File: config.mk
export PLATFORM = sky130hd
export DESIGN_NAME = tanh_pla_sched
export DESIGN_NICKNAME = d
export VERILOG_FILES = /design/src/rtl/tanh_pla_sched.sv
export SDC_FILE = /design/constraint.sdc
export NUM_CORES = 1
export LEC_CHECK = 0
export BUFFER_PORTS_ARGS = -buffer_cell sky130_fd_sc_hd__buf_2
export CAP_MARGIN = 10
export CORE_MARGIN = 8
export CORE_UTILIZATION = 45
export DETAILED_ROUTE_END_ITERATION = 8
export GPL_ROUTABILITY_DRIVEN = 0
export PLACE_DENSITY = 0.78
export SETUP_SLACK_MARGIN = 0.02
export SLEW_MARGIN = 40
export SYNTH_ARGS = -nofsm -noshare
export SYNTH_HDL_FRONTEND = slang
export SYNTH_SLANG_ARGS = --single-unit
File: constraint.sdc
create_clock -name clock -period 3.27 [get_ports clock]
set_clock_uncertainty 0.05 [all_clocks]
set_input_delay 0.1635 -clock clock [delete_from_list [all_inputs] [get_ports clock]]
set_output_delay 0.1635 -clock clock [all_outputs]
set_load 0.1 [all_outputs]
File: src/rtl/tanh_pla_sched.sv
// ============================================================================
// Module      : shift_PLA / tanh_pla_sched
// Description : Shift-only piecewise-linear tanh unit, shared between
//               N_REQ requesters by a round-robin burst scheduler with a
//               two-stage pipeline and a tagged, backpressured output stream.
// Revision    : 1.0 - initial release
// ----------------------------------------------------------------------------
// shift_PLA ports:
//   i_x        in   W_IN   two's complement, 5 integer bits
//   o_y        out  W_OUT  two's complement, 1 integer (sign) bit
// tanh_pla_sched ports:
//   clock      in   1              rising-edge clock
//   resetn     in   1              asynchronous active-low reset
//   req_valid  in   N_REQ          per-requester sample valid
//   req_last   in   N_REQ          last sample of the burst (with valid)
//   req_data   in   N_REQ*W_IN     requester k at [k*W_IN +: W_IN]
//   req_ready  out  N_REQ          per-requester accept (one-hot or zero)
//   out_valid  out  1              result valid
//   out_data   out  W_OUT          tanh result
//   out_id     out  ID_W           producing requester
//   out_last   out  1              last result of its burst
//   out_ready  in   1              downstream accept
//   busy       out  1              burst active or pipeline occupied
// ============================================================================
`default_nettype none
`timescale 1ns/1ps

module shift_PLA #(
  parameter int W_IN  = 12,
  parameter int W_OUT = 8
) (
  input  logic [W_IN-1:0]  i_x,
  output logic [W_OUT-1:0] o_y
);
  // Input and output share the same number of fraction bits (F).
  localparam int              c_F    = W_OUT - 1;
  localparam logic [W_IN:0]   c_HALF = (W_IN+1)'(2 ** (c_F - 1));
  localparam logic [W_IN:0]   c_ONE  = (W_IN+1)'(2 ** c_F);
  localparam logic [W_IN:0]   c_TWO  = (W_IN+1)'(2 ** (c_F + 1));

  logic [W_IN:0]  w_abs;
  logic [c_F-1:0] w_mag;

  // One extra bit so that the most negative code has a representable magnitude.
  assign w_abs = i_x[W_IN-1] ? ((W_IN+1)'(0) - {1'b1, i_x}) : {1'b0, i_x};

  // Segments: y=|x| below 0.5, |x|/2+0.25 below 1, |x|/4+0.5 below 2, then
  // saturate. The offsets fold into the leading bits, so each segment is a
  // pure bit-select with a constant prefix.
  always_comb begin
    w_mag = {c_F{1'b1}};
    if (w_abs < c_HALF)      w_mag = {1'b0, w_abs[c_F-2:0]};
    else if (w_abs < c_ONE)  w_mag = {2'b10, w_abs[c_F-2:1]};
    else if (w_abs < c_TWO)  w_mag = {2'b11, w_abs[c_F-1:2]};
  end

  assign o_y = i_x[W_IN-1] ? (W_OUT'(0) - {1'b0, w_mag}) : {1'b0, w_mag};
endmodule

module tanh_pla_sched #(
  parameter int W_IN  = 12,
  parameter int W_OUT = 8,
  parameter int N_REQ = 4,
  parameter int ID_W  = 2
) (
  input  logic                  clock,
  input  logic                  resetn,
  input  logic [N_REQ-1:0]      req_valid,
  input  logic [N_REQ-1:0]      req_last,
  input  logic [N_REQ*W_IN-1:0] req_data,
  output logic [N_REQ-1:0]      req_ready,
  output logic                  out_valid,
  output logic [W_OUT-1:0]      out_data,
  output logic [ID_W-1:0]       out_id,
  output logic                  out_last,
  input  logic                  out_ready,
  output logic                  busy
);
  typedef enum logic [0:0] {
    ST_IDLE  = 1'b0,
    ST_BURST = 1'b1
  } state_t;

  state_t           r_state, w_state_nxt;
  logic [ID_W-1:0]  r_ptr, r_gnt_id, w_win, w_cand;
  logic             w_any_req, w_adv, w_hs;
  logic             w_gnt_valid, w_gnt_last;
  logic [W_IN-1:0]  w_gnt_data;
  logic [W_IN-1:0]  w_req_word [N_REQ];

  logic             r_s1_v, r_s1_last;
  logic [W_IN-1:0]  r_s1_data;
  logic [ID_W-1:0]  r_s1_id;
  logic             r_s2_v, r_s2_last;
  logic [W_OUT-1:0] r_s2_data;
  logic [ID_W-1:0]  r_s2_id;
  logic [W_OUT-1:0] w_pla_y;

  genvar gi;
  generate
    for (gi = 0; gi < N_REQ; gi++) begin : g_unpack
      assign w_req_word[gi] = req_data[gi*W_IN +: W_IN];
    end
  endgenerate

  assign w_any_req   = |req_valid;
  assign w_gnt_valid = req_valid[r_gnt_id];
  assign w_gnt_last  = req_last[r_gnt_id];
  assign w_gnt_data  = w_req_word[r_gnt_id];
  assign w_adv       = !r_s2_v || out_ready;
  assign w_hs        = (r_state == ST_BURST) && w_adv && w_gnt_valid;

  // Round-robin: scan offsets from farthest to nearest so the requester
  // closest after r_ptr is the one left standing; r_ptr itself is last.
  always_comb begin
    w_win  = r_ptr;
    w_cand = '0;
    for (int i = N_REQ; i >= 1; i--) begin
      w_cand = ID_W'((int'(r_ptr) + i) % N_REQ);
      if (req_valid[w_cand]) w_win = w_cand;
    end
  end

  always_comb begin
    w_state_nxt = r_state;
    req_ready   = '0;
    case (r_state)
      ST_IDLE: begin
        if (w_any_req) w_state_nxt = ST_BURST;
      end
      ST_BURST: begin
        req_ready[r_gnt_id] = w_adv;
        if (w_hs && w_gnt_last) w_state_nxt = ST_IDLE;
      end
      default: w_state_nxt = ST_IDLE;
    endcase
  end

  always_ff @(posedge clock or negedge resetn) begin
    if (!resetn) begin
      r_state  <= ST_IDLE;
      r_ptr    <= ID_W'(N_REQ - 1);
      r_gnt_id <= '0;
    end else begin
      r_state <= w_state_nxt;
      // The IDLE cycle only arbitrates; no sample is taken here.
      if (r_state == ST_IDLE && w_any_req) begin
        r_gnt_id <= w_win;
        r_ptr    <= w_win;
      end
    end
  end

  shift_PLA #(
    .W_IN  (W_IN),
    .W_OUT (W_OUT)
  ) u_pla (
    .i_x (r_s1_data),
    .o_y (w_pla_y)
  );

  // Whole pipeline advances together; a stall freezes S1, S2 and the input.
  always_ff @(posedge clock or negedge resetn) begin
    if (!resetn) begin
      r_s1_v    <= 1'b0;
      r_s1_last <= 1'b0;
      r_s1_data <= '0;
      r_s1_id   <= '0;
      r_s2_v    <= 1'b0;
      r_s2_last <= 1'b0;
      r_s2_data <= '0;
      r_s2_id   <= '0;
    end else if (w_adv) begin
      r_s1_v <= w_hs;
      if (w_hs) begin
        r_s1_data <= w_gnt_data;
        r_s1_id   <= r_gnt_id;
        r_s1_last <= w_gnt_last;
      end
      r_s2_v <= r_s1_v;
      if (r_s1_v) begin
        r_s2_data <= w_pla_y;
        r_s2_id   <= r_s1_id;
        r_s2_last <= r_s1_last;
      end
    end
  end

  assign out_valid = r_s2_v;
  assign out_data  = r_s2_data;
  assign out_id    = r_s2_id;
  assign out_last  = r_s2_last;
  assign busy      = (r_state == ST_BURST) || r_s1_v || r_s2_v;
endmodule

`default_nettype wire
* After elaboration in Yosys (flattened, before gate mapping) *
Index checks and enable logic that the tools add are counted.

cells by class
  shift-type cells = 0
  eq/ne operators = 0
  reductions and logical operators = 12
  bitwise operators = 3
  magnitude comparators = 10
  add/sub/neg operators = 6
  $mul = 0
  divide/modulo/power cells = 0
  mux-type cells = 30

operators by type and width
  operator                                              count
  binary-select mux 12 bit (select 2 bit)               1
  2-to-1 mux 12 bit                                     2
  < comparator 2 x 3 -> 1 bit (second input constant)   5
  2-to-1 mux 7 bit                                      2
  < comparator 13 x 7 -> 1 bit (second input constant)  1
  < comparator 13 x 8 -> 1 bit (second input constant)  1
  < comparator 13 x 9 -> 1 bit (second input constant)  1
  2-to-1 mux 13 bit                                     1
  subtractor 1 x 13 -> 13 bit (first input constant)    1
  binary-select mux 1 bit (select 2 bit)                6
  2-to-1 mux 1 bit                                      9
  2-to-1 mux 2 bit                                      4
  2-to-1 mux 8 bit                                      1
  subtractor 1 x 7 -> 8 bit (first input constant)      1
  logical AND 1 bit                                     5
  2-to-1 mux 5 bit                                      1
  adder 2 x 1 -> 2 bit (second input constant)          2
  adder 2 bit (second input constant)                   2
  AND 4 bit                                             1
  2-to-1 mux 4 bit                                      1
  AND reduction 2 bit                                   2
  OR reduction 4 bit                                    1
  >= comparator 3 bit (second input constant)           1
  logical OR 1 bit                                      3
  6 further kinds                                       6

word-level totals
  bits in read-only memories = 0
  latch bits = 0
  bits in registers = 33
  memories = 0
  memory bits (writable) = 0

* Depth between registers and ports, before layout *
  word-level depth = 8
  depth in mapped cells = 13
  mapped depth without buffers = 12

* Cells and area by module *
Synthesis repeated with hierarchy kept, for this count alone.

unflattened totals
  cell total of the unflattened synthesis = 266
  area, all modules = 2673.8 um2

modules (own cells, without submodules)
  module          sequential area each (um2)  instances  area an instance (um2)  cells each
  tanh_pla_sched  828.3                       1          1754.2                  127
  shift_PLA       0.0                         1          919.6                   139

* Worst setup path after synthesis *
Ideal clock, no wire load.

  kind = register to output
  from = register r_gnt_id[0]
  to = output req_ready[1]
  path slack = -0.441 ns
  cell stages (with the launch flop) = 4
  arrival time = 3.497 ns
  cell sequence = dfrtp_1 buf_1 clkbuf_1 nor3b_1

between the ends
  longest elaborated chain between the ends = 6

RTL lines
  element                                                                                                   RTL line  source
  start, declared                                                                                           85        logic [ID_W-1:0] r_ptr, r_gnt_id, w_win, w_cand;
  start signal, assigned                                                                                    148       r_gnt_id <= w_win;
  < comparator 2 x 3 -> 1 bit (implied by the code) / >= comparator 2 x 1 -> 1 bit (equally long branches)  132       req_ready[r_gnt_id] = w_adv;
  logical AND 1 bit (implied by the code)                                                                   132
  2-to-1 mux 1 bit (implied by the code)                                                                    132
  demux 1 bit (select 2 bit) *                                                                              132
  AND 4 bit (no source line) *                                                                              -
  2-to-1 mux 4 bit *                                                                                        127       case (r_state)
  end, declared                                                                                             71        output logic [N_REQ-1:0] req_ready,

Mark *: on every way between the ends. The rest lies on a longest branch, timed or not.

* Worst setup path after layout *
  from = register r_s1_data[1]
  to = register r_s2_data[4], in the netlist out_data[4]

between the ends
  longest elaborated chain between the ends = 8

RTL lines
  element                       RTL line  source
  start, declared               92        logic [W_IN-1:0] r_s1_data;
  start signal, assigned        176       r_s1_data <= w_gnt_data;
  subtractor 1 x 13 -> 13 bit   45        assign w_abs = i_x[W_IN-1] ? ((W_IN+1)'(0) - {1'b1, i_x}) : {1'b0, i_x};
  2-to-1 mux 13 bit *           45
  < comparator 13 x 9 -> 1 bit  54        else if (w_abs < c_TWO) w_mag = {2'b11, w_abs[c_F-1:2]};
  2-to-1 mux 5 bit              54
  2-to-1 mux 7 bit              53        else if (w_abs < c_ONE) w_mag = {2'b10, w_abs[c_F-2:1]};
  2-to-1 mux 7 bit *            52        if (w_abs < c_HALF) w_mag = {1'b0, w_abs[c_F-2:0]};
  subtractor 1 x 7 -> 8 bit     57        assign o_y = i_x[W_IN-1] ? (W_OUT'(0) - {1'b0, w_mag}) : {1'b0, w_mag};
  2-to-1 mux 8 bit *            57
  end signal, assigned          182       r_s2_data <= w_pla_y;
  end, declared                 95        logic [W_OUT-1:0] r_s2_data;

Marks and branches as above.
A chain may end at the register's enable or synchronous reset.

==> results.toml <==
[run_status]
status = "finished, final reports clean"

[sta]
setup_viol = 0
slew_violations = 0
worstMarginPinSlew_ns = 0.823
setup_tns_ns = 0
rsz0062_at_grt = "false"
hold_viol_final = 0
fin_crit_ns = 2.99
relSlewSlack_pct = 43.7
max_freq_ghz = 0.334
post-route-period-util_pct = 91.5

[route]
firstDrtPassIters = 5
drt_wl_total_mm = 7.28
drt_iter0_markers = 226
ant_nets = 0
wire_per_inst_um = 17.7
drc_errors = 0
vias = 2497
via_per_inst = 6.06

[global_routing]
track_usage_pct = 17.5
grt_max_degree = 34
grt_overflow_total = 0
antenna_found_initial = 0
grt_pass1_wl_mm = 12.4
grt_pass1_vias = 2572

[setup_path]
critical_path.max_fanout = 12
crit_arrival_ns = 3.09
cp.required_ns = 3.37
critPathKind = "reg2reg"
cp-start-kind = "flip-flop"
critical_path.endpoint_type = "flip-flop"
slowest_delay_ns = 0.44
cp_slowest_cell = "dfrtp_1"
r2r_setup_slack_ns = 0.28
cp-startpoint = "r_s1_data[1]$_DFFE_PN0P_"
r2r-start = "r_s1_data[1]$_DFFE_PN0P_"
path_cells = "inv_1 > ha_2 > a31o_2 > or2_1 > mux2_1 > a211oi_2 > ha_1 > o311ai_0 > o31ai_1 > xnor2_1 > o21ai_0"

[cells_and_area]
drive_gt1_share_pct = 42.1
diodes = 0
fin_nets = 400
final_cells = 412
syn2layout_area_growth_pct = 21.6

[clock_tree]
cts_setup_buffers = 0
clk_latency_ns = 0.29
cts_sinks = 33
clk_pin_slew_ns = 0.07
cts-root-buf = "clkbuf_8"
cts_inserted_buffers = 5
cts_htree_levels = 2
cts_tree = "yes"
cts_buffer_depth = 2

[place]
place_hpwl_mm = 5.75
port_buffers = 75
place_inst = 403

[synth]
ys_ff_latch = 33
syn_area_sq_um = 2620
synth_edf_count = 0
async_flop_share_pct = 100
yosysWarnings = 0
syn_inst = 263
synth_nets = 324
syn_avg_cell_area_sq_um = 9.96
yosysUniqueCellTypes = 66
ys.flop_type = "dfrtp_1"
ys_seq_area_share_pct = 31.6

[floorplan]
coreArea_sq_um = 5570
die-area_sq_um = 8520
dieWidth_um = 92.3
row_count = 27
die_h_um = 92.3
ioPinCount = 76
start_util_pct = 47.0

[flow_run]
maxCapViolCount = 0

[min_path]
holdCritStartpoint = "req_valid[2]"
hp-class = "in2reg"
## registers in the layout (all words and copies together) (netlist names), 2 cells and up
name / flops
r_gnt_id: 2
r_s1_id: 2
r_s1_data: 12
r_ptr: 2
out_id: 2
out_data: 8
## worst max-delay path: cells and delay by family (launching register included)
kind / cells / cell delay [ns]
flip-flops: 1 / 0.44
adder cells (fa/ha/maj): 2 / 0.44
AO/OA/AOI/OAI: 5 / 1.04
XOR/XNOR: 1 / 0.15
buffers and inverters: 1 / 0.08
AND/OR/NAND/NOR: 1 / 0.30
multiplexers: 1 / 0.34
## final timing paths
path	end	cells after the start
worst max register to register	out_data[4]$_DFFE_PN0P_	11
max in group asynchronous	r_ptr[0]$_DFFE_PN1P_	2
min in group asynchronous	out_data[5]$_DFFE_PN0P_	2
worst min register to register	out_data[4]$_DFFE_PN0P_	2
worst min-delay path	r_ptr[0]$_DFFE_PN1P_	3
worst max-delay path	out_data[4]$_DFFE_PN0P_	11
## stage by stage
stage               hold WS, ns  util, %  setup slack [ns]  cell area [sq um]
floorplan                -0.182        -            -0.441               2620
global placement          0.227     55.4             0.271               3090
detailed placement        0.227     55.4             0.158               3090
CTS                       0.215     57.1             0.155               3180
global route              0.242     57.2            0.0391               3190
finish                    0.226     57.2             0.279               3190
## per-layer routing
layer  vias up  wire, um  track usage, %
met5         -         0               0
met4         0        70            4.43
met3        10       562            5.41
met2       114      3610            29.8
met1      1199      3040            20.9
li1       1174         -               -
## logic make-up after synthesis
family,Yosys count,synth area share (%)
AOI/OAI and AO/OA,68,19.7
xor gates and xnor gates,7,2.34
adders and majority gates,2,0.955
buffers and inverters,26,4.30
muxes,34,20.6
DFF,33,31.6
and+or+nand+nor,93,20.5
## cells in the mapped netlist, types with 2 or more instances
master	count	area (sq um)
inv_1	7	26.3
a22oi_1	2	15.0
a32oi_1	2	17.5
and2_1	5	31.3
ha_1	2	25.0
o2bb2ai_1	2	17.5
and3_1	2	12.5
dfrtp_1	31	776
nor4_1	2	12.5
nand2b_1	4	25.0
nand2_1	15	56.3
clkbuf_1	11	41.3
a21boi_0	2	15.0
nor3_1	8	40.0
nand4_1	4	25.0
o31ai_1	3	22.5
a21oi_1	12	60.1
mux4_2	14	315
nand3_1	6	30.0
a31oi_1	6	37.5
nor3b_1	4	30.0
mux2_2	19	214
o21ai_1	2	10.0
o31a_1	3	26.3
a31o_2	2	17.5
dfstp_2	2	52.6
and4b_1	2	20.0
a211oi_1	5	37.5
buf_2	6	30.0
nor2_1	17	63.8
xnor2_1	7	61.3
or3_1	5	31.3
o21ai_0	11	55.1
and4_1	2	17.5
nor2b_1	5	31.3
## what timing repair did
item / CTS / global route
resized for setup: 0 / 1
endpoints found under the hold margin: 31 / 0
setup endpoints to repair: 0 / 2
hold buffers: 1 / 0
## area by class of cell
class / instances / area, sq um
Clock buffer: 6 / 72.6
Timing Repair Buffer: 88 / 478
Sequential cell: 33 / 828
Tap cell: 72 / 90.1
Multi-Input combinational cell: 204 / 1680
Clock inverter: 2 / 10.0
Inverter: 7 / 26.3
Fill cell: 490 / 2390
## placed cells by master, fill, tap and decap left out, drive strengths merged, types with 2 or more instances in the layout
master   count
nor2        17
nor3         9
o21ai       13
a21oi       13
or4          2
inv          7
nor3b        4
o2bb2ai      2
mux4        14
a31oi        6
a21boi       2
and2         5
nand3        6
nand2       15
buf         87
a31o         2
a22oi        2
mux2        20
and4         2
a2111oi      2
clkbuf       6
and4b        2
nand2b       4
dfrtp       31
nand4        4
ha           2
o31ai        4
a211oi       6
xnor2        7
a32oi        2
or3          6
o21ba        2
clkinv       2
nor2b        5
dfstp        2
or3b         2
and3         2
nor4         3
o31a         3
Power is not shown: default switching activity piles up to over one toggle a cycle in this logic, so the estimate is an artifact.
